`src/rtl/light_sequencer.sv`:
```
// Colour sequencer: steps a six-entry RGB code manually (button edges) or automatically (dwell timer).
// Latency: 1 cycle from sampled button rise, dwell expiry or mode change to colour/light/step.
// Backpressure: none; every advance is taken on the edge it is decided.
module light_sequencer #(
    parameter int COMP_W = 8,
    parameter int DWELL  = 16
) (
    input  logic                  clk,
    input  logic                  rst,
    input  logic [1:0]            mode,
    input  logic                  button,
    input  logic                  dir,
    output logic [3*COMP_W-1:0]   light,
    output logic [2:0]            colour,
    output logic                  step
);

    localparam logic [1:0] MODE_WHITE  = 2'b00;
    localparam logic [1:0] MODE_MANUAL = 2'b01;
    localparam logic [1:0] MODE_AUTO   = 2'b10;
    localparam logic [1:0] MODE_OFF    = 2'b11;

    localparam int CNT_W = (DWELL > 1) ? $clog2(DWELL) : 1;
    localparam logic [CNT_W-1:0] CNT_LAST = CNT_W'(DWELL - 1);

    localparam logic [2:0] COLOUR_FIRST = 3'b001;
    localparam logic [2:0] COLOUR_LAST  = 3'b110;

    logic                  button_q;
    logic [CNT_W-1:0]      dwell_cnt;
    logic                  rise;
    logic                  dwell_done;
    logic                  advance;
    logic [2:0]            colour_nxt;
    logic [3*COMP_W-1:0]   light_nxt;

    always_comb begin
        rise       = button & ~button_q;
        dwell_done = (mode == MODE_AUTO) && (dwell_cnt == CNT_LAST);
        advance    = ((mode == MODE_MANUAL) && rise) || dwell_done;

        colour_nxt = colour;
        if (advance) begin
            if (dir) begin
                colour_nxt = (colour == COLOUR_LAST) ? COLOUR_FIRST : colour + 3'd1;
            end else begin
                colour_nxt = (colour == COLOUR_FIRST) ? COLOUR_LAST : colour - 3'd1;
            end
        end

        // Light follows the colour being loaded this edge so both outputs change together.
        case (mode)
            MODE_WHITE: light_nxt = {3*COMP_W{1'b1}};
            MODE_OFF:   light_nxt = {3*COMP_W{1'b0}};
            default:    light_nxt = {{COMP_W{colour_nxt[2]}},
                                     {COMP_W{colour_nxt[1]}},
                                     {COMP_W{colour_nxt[0]}}};
        endcase
    end

    always_ff @(posedge clk) begin
        // button_q keeps tracking during reset so a held button cannot fake an edge on release.
        button_q <= button;
        if (rst) begin
            colour    <= COLOUR_FIRST;
            light     <= {3*COMP_W{1'b1}};
            step      <= 1'b0;
            dwell_cnt <= '0;
        end else begin
            colour <= colour_nxt;
            light  <= light_nxt;
            step   <= advance;
            if (mode != MODE_AUTO || dwell_done) begin
                dwell_cnt <= '0;
            end else begin
                dwell_cnt <= dwell_cnt + CNT_W'(1);
            end
        end
    end

endmodule
```
`config.mk`:
```
export PLATFORM = sky130hd
export DESIGN_NAME = light_sequencer
export DESIGN_NICKNAME = d
export VERILOG_FILES = /design/src/rtl/light_sequencer.sv
export SDC_FILE = /design/constraint.sdc
export NUM_CORES = 1
export LEC_CHECK = 0
export CAP_MARGIN = 15
export CELL_PAD_IN_SITES_DETAIL_PLACEMENT = 0
export CELL_PAD_IN_SITES_GLOBAL_PLACEMENT = 1
export CORE_MARGIN = 1.5
export CORE_UTILIZATION = 32
export CTS_BUF_LIST = sky130_fd_sc_hd__clkbuf_4
export CTS_CLUSTER_DIAMETER = 100
export DETAILED_ROUTE_END_ITERATION = 10
export GPL_TIMING_DRIVEN = 0
export HOLD_SLACK_MARGIN = 0.15
export PLACE_DENSITY = 0.86
export REMOVE_ABC_BUFFERS = 1
export SETUP_SLACK_MARGIN = 0.4
export SYNTH_ARGS = -nofsm -noshare
export SYNTH_HDL_FRONTEND = slang
export SYNTH_SLANG_ARGS = --single-unit
```
`constraint.sdc`:
```
create_clock -name clk -period 3.55 [get_ports clk]
set_input_delay 0.355 -clock clk [delete_from_list [all_inputs] [get_ports clk]]
set_output_delay 0.355 -clock clk [all_outputs]
set_load 0.03 [all_outputs]
```
# == Word-level counts from Yosys, hierarchy flattened ==
# Index checks and enable logic that the tools add are counted.
# word_totals
regBits,33
output_inout_bits,28
# classes
bitwise,2
n_mux,5
reduce_logical,6
add_sub_neg,3
eq_ne,7
# ops
operator,count
one-hot mux 24 bit (2 select lines),1
2-to-1 mux 3 bit,4
"adder 4 x 1 -> 4 bit, second input constant",1
"equality test 2 bit, second input constant",2
"equality test 4 bit, second input constant",1
"adder 3 x 1 -> 3 bit, second input constant",1
"equality test 3 x 1 -> 1 bit, second input constant",1
"equality test 3 bit, second input constant",1
"subtractor 3 x 1 -> 3 bit, second input constant",1
"equality test 2 x 1 -> 1 bit, second input constant",1
logical AND 1 bit,2
logical NOT 2 bit,1
logical OR 1 bit,2
"inequality test 2 bit, second input constant",1
OR reduction 2 bit,1
AND 1 bit,1
NOT 1 bit,1

# == Logic depth before layout (Yosys ltp) ==
# depth
ltp_word,6
depth_mapped,6
ltp_nobuf,6

# == Worst setup path before layout ==
# Ideal clock, no wire load.
# synth_path
path_kind,reg-to-reg
start,register colour[0]
end,register light[15]
slack_ns,1.793
t_required_ns,3.426
setup_ns,0.124
period_less_slack_ns,1.757
arrival_time_ns,1.633
stages_incl_launch_ff,7
n_path_buf,0
cell_sequence,dfxtp_1 -> inv_1 -> ha_1 -> or2_1 -> a311o_1 -> mux2i_1 -> o21ai_1
# synth_between
elab_chain_cells,5
# synth_rtl
item,line_no,source
start: declaration,14,"output logic [2:0] colour,"
start signal: assignment,70,colour <= colour_nxt;
subtractor 3 x 1 -> 3 bit (tied with other cells),47,colour_nxt = (colour == COLOUR_FIRST) ? COLOUR_LAST : colour - 3'd1;
2-to-1 mux 3 bit (on tied branches),"47, 45",
2-to-1 mux 3 bit (*),44,if (dir) begin
2-to-1 mux 3 bit (*),43,if (advance) begin
one-hot mux 24 bit (2 select lines) (*),52,case (mode)
end signal: assignment,66,light <= {3*COMP_W{1'b1}};
end signal: assignment,71,light <= light_nxt;
end: declaration,13,"output logic [3*COMP_W-1:0] light,"
# Every way passes the cells marked *; elsewhere a longest branch is shown, timed or not.
# A chain may end at the register's enable or synchronous reset.

# == Final worst setup path ==
# layout_path
start,register colour[2]
end,output port colour[2]
# No word-level cell between the ends.

==> metrics.txt <==
number of instances in the synthesized netlist=82; share of layout cells above drive strength 1=8.25%; Synthesis Warnings=0; CP endpoint=colour[2]; number of DRC markers after the initial detailed-route iteration=1; maximum clock insertion buffer count=2; DRC=0; setup slack of the most critical reg-to-reg path=1.92 ns; number of buffers added for setup after CTS=0; maximum number of pins on one net before global-route repair=9; Sequential Power Share=41.6%; PD cells=366 nW/um2; Power Total=356 uW; Final Routed Wirelength=1130 um; vias per cell=4.23; arrival time at the worst endpoint=1.47 ns; switching share of power=33.9%; DP Worst Slack=1.67 ns; Routed WL per cell=9.02 um; clock-pin slew on the worst setup and hold paths=0.07 ns; library cell contributing the largest single delay on the critical path=clkdlybuf4s50_1; area growth from synthesis to layout=31.0%; antenna violation net count after detailed routing=0; relative slew slack=78.9%; Overflow after GRT=0; count leader, synth=buf_4; final setup violation count=0; utilization after layout=44.4%; number of cell rows=17; combined buffer and inverter count along the critical path=1; post-synth cell types=25; number of cells on the worst reg-to-reg path=6; Post-synth EDFFs=0; area of the die=2620 um2; cell-by-cell listing of the critical path=clkdlybuf4s50_1; worst-path maximum fanout=8; accumulated negative setup slack=0 ns; router iterations before antenna repair=4; Hold Fails Final Rpt=0; number of CTS-inserted buffers=3; height of the die=51.2 um; number of max-cap violations=0; area taken by flip-flops and latches=240 um2; synth cell count leaders=21 x buf_4, 12 x dfxtp_1, 8 x ha_1, 8 x nor2_1, 6 x inv_1; CTS sink cnt=12; total global-route track usage=9.38%; startpoint kind of the worst setup timing path=flop; initial core utilization=33.9%; mean area per synthesized cell=9.05 um2; flip-flop and latch count after synthesis=12; Lkg Pwr=0.396 nW; Mapped Area=742 um2; Tightest Pin Transition=0.316 ns; diodes inserted=0; Final nets=113; final std cell area, no fill=972 um2; count of buffers inserted at the top-level ports=33; worst path setup slack after routing=1.73 ns; Crit Path Class=flop to primary output; setup repair after global routing missed its margin=no; CTS tree=done; first element of the critical path=colour[2]; library cell with the largest summed area after synthesis=dfxtp_1; outcome=finished, final reports clean; level count of the clock H-tree=1; number of antenna violations at the first check in global routing=0; switching power total=120 uW; Max VDD drop=0.139 mV; origin of the critical flop-to-flop path=colour[0]; Worst Hold Class=flop to flop; cts hold-fix bufs=0; routability-driven placement congestion ratio=0.666; number of cells on the critical path=1; insertion delay to the later sink of the worst-skew pair=0.26 ns; endpoint class of the critical path=primary output; worst clock skew on the final layout=0.00208 ns; post-CTS resize count=0; required time of the critical path=3.19 ns; top achievable clock speed=549 MHz; Core Box Area=2190 um2; top post-synthesis cells by area=dfxtp_1 32%, buf_4 21%, ha_1 13%; number of placed I/O pins=34; WHS Path Cells=1; Clk Tree Root Cell=clkbuf_4; die width=51.2 um; time the final worst path needs with I/O delays and setup=1.82 ns; estimated wirelength of the detail-placed design=951 um; cell area after placement=950 um2; global-route wire length before repair=1830 um; fraction of the cycle the final worst path needs=51.3%; Internal Dissipation=235 uW; combinational fraction of design power=36.4%; proportion of netlist area held by the largest area contributor=32.4%; final max-slew violation count=0; via count of the first global-routing pass=429; family of cells with the greatest summed delay on the critical path=buffers and inverters; flip-flop cell with the highest count after synthesis=dfxtp_1; peak per-stage delay on the critical path=0.73 ns; Seq/Total Area, Yosys=32.4%; clock network fraction of design power=22.0%; filler cell count in the final layout=210; total number of vias=529; multi-input gate area in the final layout=322 um2; proportion of register bits with asynchronous set or reset after synthesis=0%; R2R Path End=light[15]
==> placed cells by master, fill, tap and decap left out, drive strengths merged, types with 3 or more instances in the layout <==
master,n
clkbuf,3
nor2,8
ha,8
nand2,4
dfxtp,12
clkdlybuf4s50,33
inv,6
==> worst min-delay path by stage <==
stage / start / to / slack (ns)
finish: dwell_cnt[0] / dwell_cnt[0] / 0.45
global route: dwell_cnt[0] / dwell_cnt[0] / 0.47
CTS: dwell_cnt[0] / dwell_cnt[0] / 0.45
floorplan: button / button_q / 0.38
global placement: dwell_cnt[0] / dwell_cnt[0] / 0.43
detailed placement: dwell_cnt[0] / dwell_cnt[0] / 0.44
==> registers in the layout, summed over array words and instances, names as in the netlist <==
register and cells:
dwell_cnt 4, colour 3, light 3, button_q 1, step 1
==> logic make-up after synthesis <==
family	count (synthesis)	share of synthesized area, %
and+or+nand+nor	20	12.8
DFF	12	32.4
AOI/OAI and AO/OA	9	9.28
adders and majority gates	8	13.5
muxes	3	4.22
xor gates and xnor gates	3	3.54
buffers and inverters	27	24.3
==> metal layers <==
| metal | routed length [um] | vias to the layer above | part of all wire (%) | track usage (%) |
|---|---|---|---|---|
| li1 | - | 277 | - | - |
| met1 | 504 | 231 | 45 | 11.4 |
| met2 | 551 | 19 | 49 | 14.7 |
| met3 | 55 | 2 | 4.9 | 1.75 |
| met4 | 16 | 0 | 1.4 | 6.76 |
| met5 | 0 | - | 0 | 0 |
==> power groups by stage <==
stage	logic, mW	clock network [mW]	registers, mW
after CTS	0.130	0.0823	0.148
after global routing	0.136	0.0879	0.149
after detailed placement	0.130	0	0.151
final	0.129	0.0784	0.148
after floorplan	0.0186	0	0.203
after global placement	0.129	0	0.151
==> area by class of cell <==
| cell class | instances | share of cell area [%] |
|---|---|---|
| multi-input cells | 43 | 33.1 |
| clock buffers | 3 | 2.32 |
| well taps | 28 | 3.60 |
| flip-flops and latches | 12 | 24.7 |
| repair buffers | 33 | 34.0 |
| inverters | 6 | 2.32 |
==> per-stage QoR <==
| stage | instances | hold slack, ns |
|---|---|---|
| final | 125 | 0.445 |
| after global routing | 125 | 0.474 |
| after CTS | 125 | 0.450 |
| after detailed placement | 122 | 0.440 |
| after global placement | 122 | 0.429 |
| after floorplan | 61 | 0.383 |
Power figures use the tool's default switching activity.
